==> src/rtl/led_status_driver.sv <==
// led_status_driver: IDLE/RUN/PASS/FAIL status LEDs with tick-based blinking and PWM dimming.
// Define LED_HEARTBEAT_EN to add a one-tick blue heartbeat flash in PASS and FAIL.
module led_status_driver #(
  parameter int TICK_DIV   = 48000,
  parameter int SLOW_TICKS = 500,
  parameter int FAST_TICKS = 100,
  parameter int DUTY       = 32
) (
  input  logic clk,
  input  logic rst_n,
  input  logic i_busy,
  input  logic i_step,
  input  logic i_pass,
  input  logic i_fail,
  output logic led_r,
  output logic led_g,
  output logic led_b
);
  localparam int TW = TICK_DIV > 1 ? $clog2(TICK_DIV) : 1;
  localparam int SW = SLOW_TICKS > 1 ? $clog2(SLOW_TICKS) : 1;
  localparam int FW = FAST_TICKS > 1 ? $clog2(FAST_TICKS) : 1;
  typedef enum logic [1:0] {IDLE, RUN, PASS, FAIL} state_t;
  state_t state, state_nx;
  logic [TW-1:0] tick_cnt;
  logic [SW-1:0] slow_cnt;
  logic [FW-1:0] fast_cnt;
  logic [7:0] pwm_cnt;
  logic slow_ph, fast_ph, act;
  logic tick, slow_wrap, fast_wrap, pwm_on, hb_lit;
  logic lit_r, lit_g, lit_b;
  assign tick      = tick_cnt == TW'(TICK_DIV - 1);
  assign slow_wrap = tick && slow_cnt == SW'(SLOW_TICKS - 1);
  assign fast_wrap = tick && fast_cnt == FW'(FAST_TICKS - 1);
  assign pwm_on    = {1'b0, pwm_cnt} < 9'(DUTY);
  always_ff @(posedge clk or negedge rst_n) begin
    if (!rst_n) begin
      tick_cnt <= '0;
      slow_cnt <= '0;
      fast_cnt <= '0;
      pwm_cnt  <= '0;
      slow_ph  <= 1'b0;
      fast_ph  <= 1'b0;
      act      <= 1'b0;
      state    <= IDLE;
    end else begin
      tick_cnt <= tick ? '0 : tick_cnt + 1'b1;
      pwm_cnt  <= pwm_cnt + 8'd1;
      if (tick) begin
        slow_cnt <= slow_wrap ? '0 : slow_cnt + 1'b1;
        fast_cnt <= fast_wrap ? '0 : fast_cnt + 1'b1;
      end
      slow_ph <= slow_ph ^ slow_wrap;
      fast_ph <= fast_ph ^ fast_wrap;
      act     <= act ^ (state == RUN && i_step);
      state   <= state_nx;
    end
  end
  // fail wins from every state and FAIL only leaves through reset
  always_comb begin
    state_nx = state;
    state_nx = (state == FAIL || i_fail) ? FAIL :
               (state == IDLE && i_busy) ? RUN  :
               (state == RUN && i_pass)  ? PASS : state;
  end
`ifdef LED_HEARTBEAT_EN
  logic hb;
  // hb spans exactly the first tick after slow_ph rises
  always_ff @(posedge clk or negedge rst_n) begin
    if (!rst_n) hb <= 1'b0;
    else        hb <= (slow_wrap && !slow_ph) ? 1'b1 : tick ? 1'b0 : hb;
  end
  assign hb_lit = hb && (state == PASS || state == FAIL);
`else
  assign hb_lit = 1'b0;
`endif
  always_comb begin
    lit_r = state == FAIL && fast_ph;
    lit_g = (state == RUN && act) || state == PASS;
    lit_b = (state == IDLE && slow_ph) || hb_lit;
  end
  always_ff @(posedge clk or negedge rst_n) begin
    if (!rst_n) begin
      led_r <= 1'b1;
      led_g <= 1'b1;
      led_b <= 1'b1;
    end else begin
      led_r <= ~(lit_r && pwm_on);
      led_g <= ~(lit_g && pwm_on);
      led_b <= ~(lit_b && pwm_on);
    end
  end
endmodule

==> config.mk <==
export PLATFORM = sky130hd
export DESIGN_NAME = led_status_driver
export DESIGN_NICKNAME = d
export VERILOG_FILES = /design/src/rtl/led_status_driver.sv
export SDC_FILE = /design/constraint.sdc
export NUM_CORES = 1
export LEC_CHECK = 0
export ABC_AREA = 1
export BUFFER_PORTS_ARGS = -buffer_cell sky130_fd_sc_hd__clkbuf_2
export CAP_MARGIN = 10
export CORE_UTILIZATION = 29
export DETAILED_ROUTE_END_ITERATION = 16
export PLACE_DENSITY = 0.4
export SLEW_MARGIN = 20
export SYNTH_ARGS = -nofsm -noshare
export SYNTH_HDL_FRONTEND = slang
export SYNTH_SLANG_ARGS = --single-unit
==> constraint.sdc <==
create_clock -name clk -period 2.9 [get_ports clk]
set_input_delay 0.58 -clock clk [delete_from_list [all_inputs] [get_ports clk]]
set_output_delay 0.58 -clock clk [all_outputs]
set_load 0.01 [all_outputs]
==> flow_summary.ini, run 1 <==
[detailed_routing]
wl_mm = 4.948
wl_per_cell_um = 11.64
drtIter0Drc = 51
final_antenna_net_count = 0
avgViaCountPerCell = 4.464
via_count = 1897
firstDrtPassIters = 4
drc_errors = 0

[pwr]
ir_drop_mv = 0.1554
powerDensity_mw_per_mm2 = 430.6
power_w = 0.001184
p_leak_nw = 1.315

[finish]
nNetsFinal = 329
drive_gt1_frac = 0.09688
diodes = 0
fill_cells = 877
final_util = 0.3330
syn_to_final_growth_pct = 10.45

[setup_path]
endpoint_kind = flop
crit_arrival_ns = 1.91
critPathMaxFanout = 25
critical_path_class = flop to flop
worst_setup_path_start_kind = flop
required_ns = 3.08

[grt]
grt-ovfl-total = 0
grt_first_pass_wirelength_mm = 8.638
first_global_vias = 1806
grt_max_degree = 26
grt_usage = 0.1252
antenna_found_initial = 0

[clock_network]
numCtsBuffers = 5
htree_levels = 2
insertion_delay_ns = 0.30
clk_pin_slew_ns = 0.09
cts_root_buffer = clkbuf_8
postCtsHoldBufs = 0
clock-sinks = 48
cts_resized = 0
cts_buffer_depth = 2
cts_tree = yes
postCtsSetupBuffers = 0

[synthesis]
yosys_warnings = 0
ys_top_cells_by_area = dfrtp_1 45%, nand2_1 13%, nor2_1 6.6%
yosys_most_used_dff = dfrtp_1
ys_ff_latch = 48
synth_top_area_share = 0.4523
ys_async_sr_fraction = 1.000
synth_common_cells = 85 x nand2_1, 45 x dfrtp_1, 44 x nor2_1
synth.most_common_cell = nand2_1
synth_edf_count = 0
synth.distinct_cells = 25
synth.avg_cell_area_um2 = 8.137
synth.yosys.seq_area_share = 0.4839
syn-cell-area_mm2 = 0.002490
synth_cells = 306
synth_top_area_cell = dfrtp_1
syn-num-nets = 316

[sta]
worst_slew_pin_slew_ns = 0.4951
final-setup-viol-count = 0
fin_setup_tns_ns = 0
period_share = 0.5940
finalClockSkew_ns = 0.007650
slew_violations = 0
rsz0062_at_grt = false
finalHoldViolCount = 0
max_freq_ghz = 0.5805
fin_crit_ns = 1.723
slew-limit-headroom = 0.6699

[floorplanning]
die-area_mm2 = 0.008961
initial_core_util = 0.3015
core_mm2 = 0.008258
rows = 33
die_x_um = 94.66
pin_count = 9
die_h_um = 94.66

[placed_design]
dp_hpwl_mm = 3.545
gp_congestion = 0.7754
io_buffer_count = 8

[status]
status = completed

[min_path]
worstHoldPathType = primary input to async pin

[flow_run]
maxCapViolCount = 0
[path summary, 6_finish.rpt]
check / end / from / cells after the start / slack (ns)
min in group clk: led_b / slow_ph / 1 / 0.45
worst min register to register: led_b / slow_ph / 1 / 0.45
worst max-delay path: fast_cnt[3] / tick_cnt[0] / 8 / 1.18
worst max register to register: fast_cnt[3] / tick_cnt[0] / 8 / 1.18
worst min-delay path: slow_cnt[2] / rst_n / 1 / 0.23
max in group asynchronous: led_g / rst_n / 2 / 1.93
[worst max-delay path, stage by stage, from the launching register on]
cell and delay [ns]:
dfrtp_1 0.39, ha_1 0.21, nand2_2 0.10, nor2_4 0.16
nand2_4 0.09, nor2_8 0.34, inv_4 0.15, nand2_1 0.08
o21ai_0 0.08
[registers in the layout, summed over array words and instances (netlist names)]
register	cells
pwm_cnt	8
led_r	1
fast_cnt	7
act	1
fast_ph	1
state	2
slow_cnt	9
tick_cnt	16
led_b	1
led_g	1
slow_ph	1
[cell type report]
cell class | count | area, um^2 | share of cell area
Timing Repair Buffer | 10 | 55.05 | 0.02002
Clock buffer | 5 | 68.82 | 0.02502
Clock inverter | 3 | 42.54 | 0.01547
Inverter | 33 | 126.4 | 0.04595
Sequential cell | 48 | 1205 | 0.4381
Tap cell | 105 | 131.4 | 0.04777
Multi-Input combinational cell | 221 | 1121 | 0.4076
[placed cells by master, fill, tap and decap left out, types with 2 or more instances in the layout]
master	instances
buf_4	2
nand2_2	4
ha_1	4
dfstp_2	3
dfrtp_1	45
clkbuf_2	8
o21ai_0	6
nand2_1	85
nand3b_1	5
a21oi_1	3
xor2_1	14
xnor2_1	3
nor3_1	8
o21bai_1	3
nor2_1	44
nor2_4	2
nand4_1	11
inv_1	32
nand3_1	24
clkbuf_8	5
[report_power, final]
group,leakage [nW],switching [W],internal (W)
Clock,0.0541,0.000240,0.000256
Sequential,0.616,0,0.000669
Combinational,0.645,0.0000153,0.00000436
[metrics by stage]
| step | cells | hold WS (ns) | cell area, um^2 | setup WS, ns |
|---|---|---|---|---|
| final | 425 | 0.2286 | 2750 | 1.177 |
| after floorplan | 306 | 0.2844 | 2490 | 1.486 |
| after detailed placement | 417 | 0.4440 | 2639 | 1.129 |
| after global placement | 417 | 0.4424 | 2639 | 1.197 |
| after CTS | 425 | 0.2357 | 2750 | 1.136 |
| after global routing | 425 | 0.2476 | 2750 | 1.025 |
[routing by layer]
layer	routed length (um)	global-route usage
met4	51	0.04167
met1	2491	0.1726
met2	2288	0.1942
met3	117	0.02657
met5	0	0
[logic make-up after synthesis]
kind of cell	synth area share
and+or+nand+nor	0.3362
DFF	0.4839
buffers and inverters	0.06583
xor gates and xnor gates	0.05980
AOI/OAI and AO/OA	0.03417
adders and majority gates	0.02010
(Power assumes the default switching activity.)
==> run 2: changes to the inputs <==
--- a/config.mk
+++ b/config.mk
@@ -10,7 +10,7 @@
 export CAP_MARGIN = 10
 export CORE_UTILIZATION = 29
 export DETAILED_ROUTE_END_ITERATION = 16
-export PLACE_DENSITY = 0.4
+export PLACE_DENSITY = 0.42
 export SLEW_MARGIN = 20
 export SYNTH_ARGS = -nofsm -noshare
 export SYNTH_HDL_FRONTEND = slang
==> constraint.sdc (replaced) <==
create_clock -name clk -period 1.4 [get_ports clk]
set_input_delay 0.28 -clock clk [delete_from_list [all_inputs] [get_ports clk]]
set_output_delay 0.28 -clock clk [all_outputs]
set_load 0.01 [all_outputs]
==> run 2 against run 1 <==
Net effect:
- final cell count grew 5.9%
- count of clock-buffer cells in the layout grew 2
- global-route usage is 0.57 points higher
- total power grew 110%
==> flow_summary.ini, run 2 (synthesis gave the netlist of run 1 again) <==
[finish]
top_regs = tick_cnt x16, slow_cnt x9, pwm_cnt x8
regMostFlops = tick_cnt
fill_cells = 876
largest_reg_flops = 16
syn_to_final_growth_pct = 23.57
mostFrequentLayoutCell = nand2_1
nNetsFinal = 354
diodes = 0
mostFrequentLayoutCells = 85 x nand2_1, 45 x dfrtp_1, 33 x nor2_1, 32 x inv_1, 23 x buf_4
drive_gt1_frac = 0.2116

[sta]
slew_violations = 0
max_freq_ghz = 0.7145
setup_ws_ns = 0.0004258
final-setup-viol-count = 0
finalHoldViolCount = 0
slew-limit-headroom = 0.7671
finalClockSkew_ns = 0.01179
period_share = 0.9997
worst_slew_pin_slew_ns = 0.3466
fin_crit_ns = 1.400
rsz0062_at_grt = true

[detailed_routing]
avgViaCountPerCell = 4.467
drtIter0Drc = 49
final_antenna_net_count = 0
wl_per_cell_um = 11.72
via_count = 2010
firstDrtPassIters = 4
wl_mm = 5.272
drc_errors = 0

[grt]
grt-ovfl-total = 0
first_global_vias = 1977
grt_max_degree = 49
grt_usage = 0.1309
antenna_found_initial = 0
grt_first_pass_wirelength_mm = 9.101

[clock_network]
clk_pin_slew_ns = 0.09
htree_levels = 2
cts_root_buffer = clkbuf_8
cts_tree = yes
clock-sinks = 48
numCtsBuffers = 5
cts_buffer_depth = 2
insertion_delay_ns = 0.29

[placed_design]
gp_congestion = 0.8167
dp_hpwl_mm = 3.763
pre_cts_slack_ns = -0.04330
io_buffer_count = 8

[floorplanning]
die-area_mm2 = 0.008961
die_h_um = 94.66
core_mm2 = 0.008258
pin_count = 9
rows = 33
initial_core_util = 0.3015
die_x_um = 94.66

[setup_path]
critical_path_class = flop to flop
critPathMaxFanout = 8
worst_setup_path_start_kind = flop
endpoint_kind = flop
required_ns = 1.59
crit_arrival_ns = 1.59

[pwr]
ir_drop_mv = 0.4694
powerDensity_mw_per_mm2 = 822.9
power_w = 0.002532
p_leak_nw = 1.488

[status]
status = completed

[flow_run]
maxCapViolCount = 0

[min_path]
worstHoldPathType = primary input to flop
-- run 2: timing repair --
item,4_1_cts,5_1_grt
hold buffers,1,0
setup endpoints to repair,5,31
pin swaps,1,2
gates resized for setup,2,20
setup buffers,0,1
hold endpoints to repair,45,0
-- run 2: cell type report --
type / count / area (um^2) / area share
tap: 105 / 131.4 / 0.04270
multi-input combinational: 221 / 1205 / 0.3916
sequential: 48 / 1205 / 0.3916
clock inverter: 1 / 30.03 / 0.009760
clock buffer: 7 / 96.34 / 0.03131
timing repair buffer: 35 / 282.8 / 0.09191
inverter: 33 / 126.4 / 0.04107
-- run 2: final timing paths --
check,from,cells past startpoint,end,slack (ns)
max,tick_cnt[0],8,tick_cnt[5],0.0004
min reg2reg,pwm_cnt[0],1,pwm_cnt[0],0.45
max in group asynchronous,rst_n,3,led_r,0.59
max reg2reg,tick_cnt[0],8,tick_cnt[5],0.0004
min,i_fail,3,state[1],0.21
min in group asynchronous,rst_n,3,slow_cnt[8],0.51
-- run 2: critical path, stage by stage (launching register included) --
cell and delay [ns]:
dfrtp_1 0.40, ha_4 0.16, nand2_4 0.06, nor2_4 0.13, nand2_4 0.08, nor2_8 0.17
buf_12 0.15, buf_12 0.11, nor3_2 0.03
-- run 2: layer usage --
metal | up-vias | track usage | wire length [um]
met2 | 16 | 0.2164 | 2485
met4 | 0 | 0.03283 | 39
met3 | 4 | 0.02818 | 116
met5 | - | 0 | 0
li1 | 1047 | - | -
met1 | 943 | 0.1733 | 2631
-- run 2: stage by stage --
stage	instance area (um^2)	cells	util	hold WS, ns	TNS, ns
CTS	2983	449	0.3612	0.1941	0
floorplan	2492	306	-	-0.01559	0
global route	3077	450	0.3726	0.2143	-1.210
detailed placement	2839	440	0.3438	0.2999	-0.1062
finish	3077	450	0.3726	0.2057	0
global placement	2839	440	0.3438	0.3009	-0.002254
-- run 2: where the power goes --
group / switching (W) / internal, W / leakage [nW]
registers: 0 / 0.00139 / 0.616
clock network: 0.000471 / 0.000631 / 0.0645
logic: 0.0000315 / 0.0000132 / 0.808
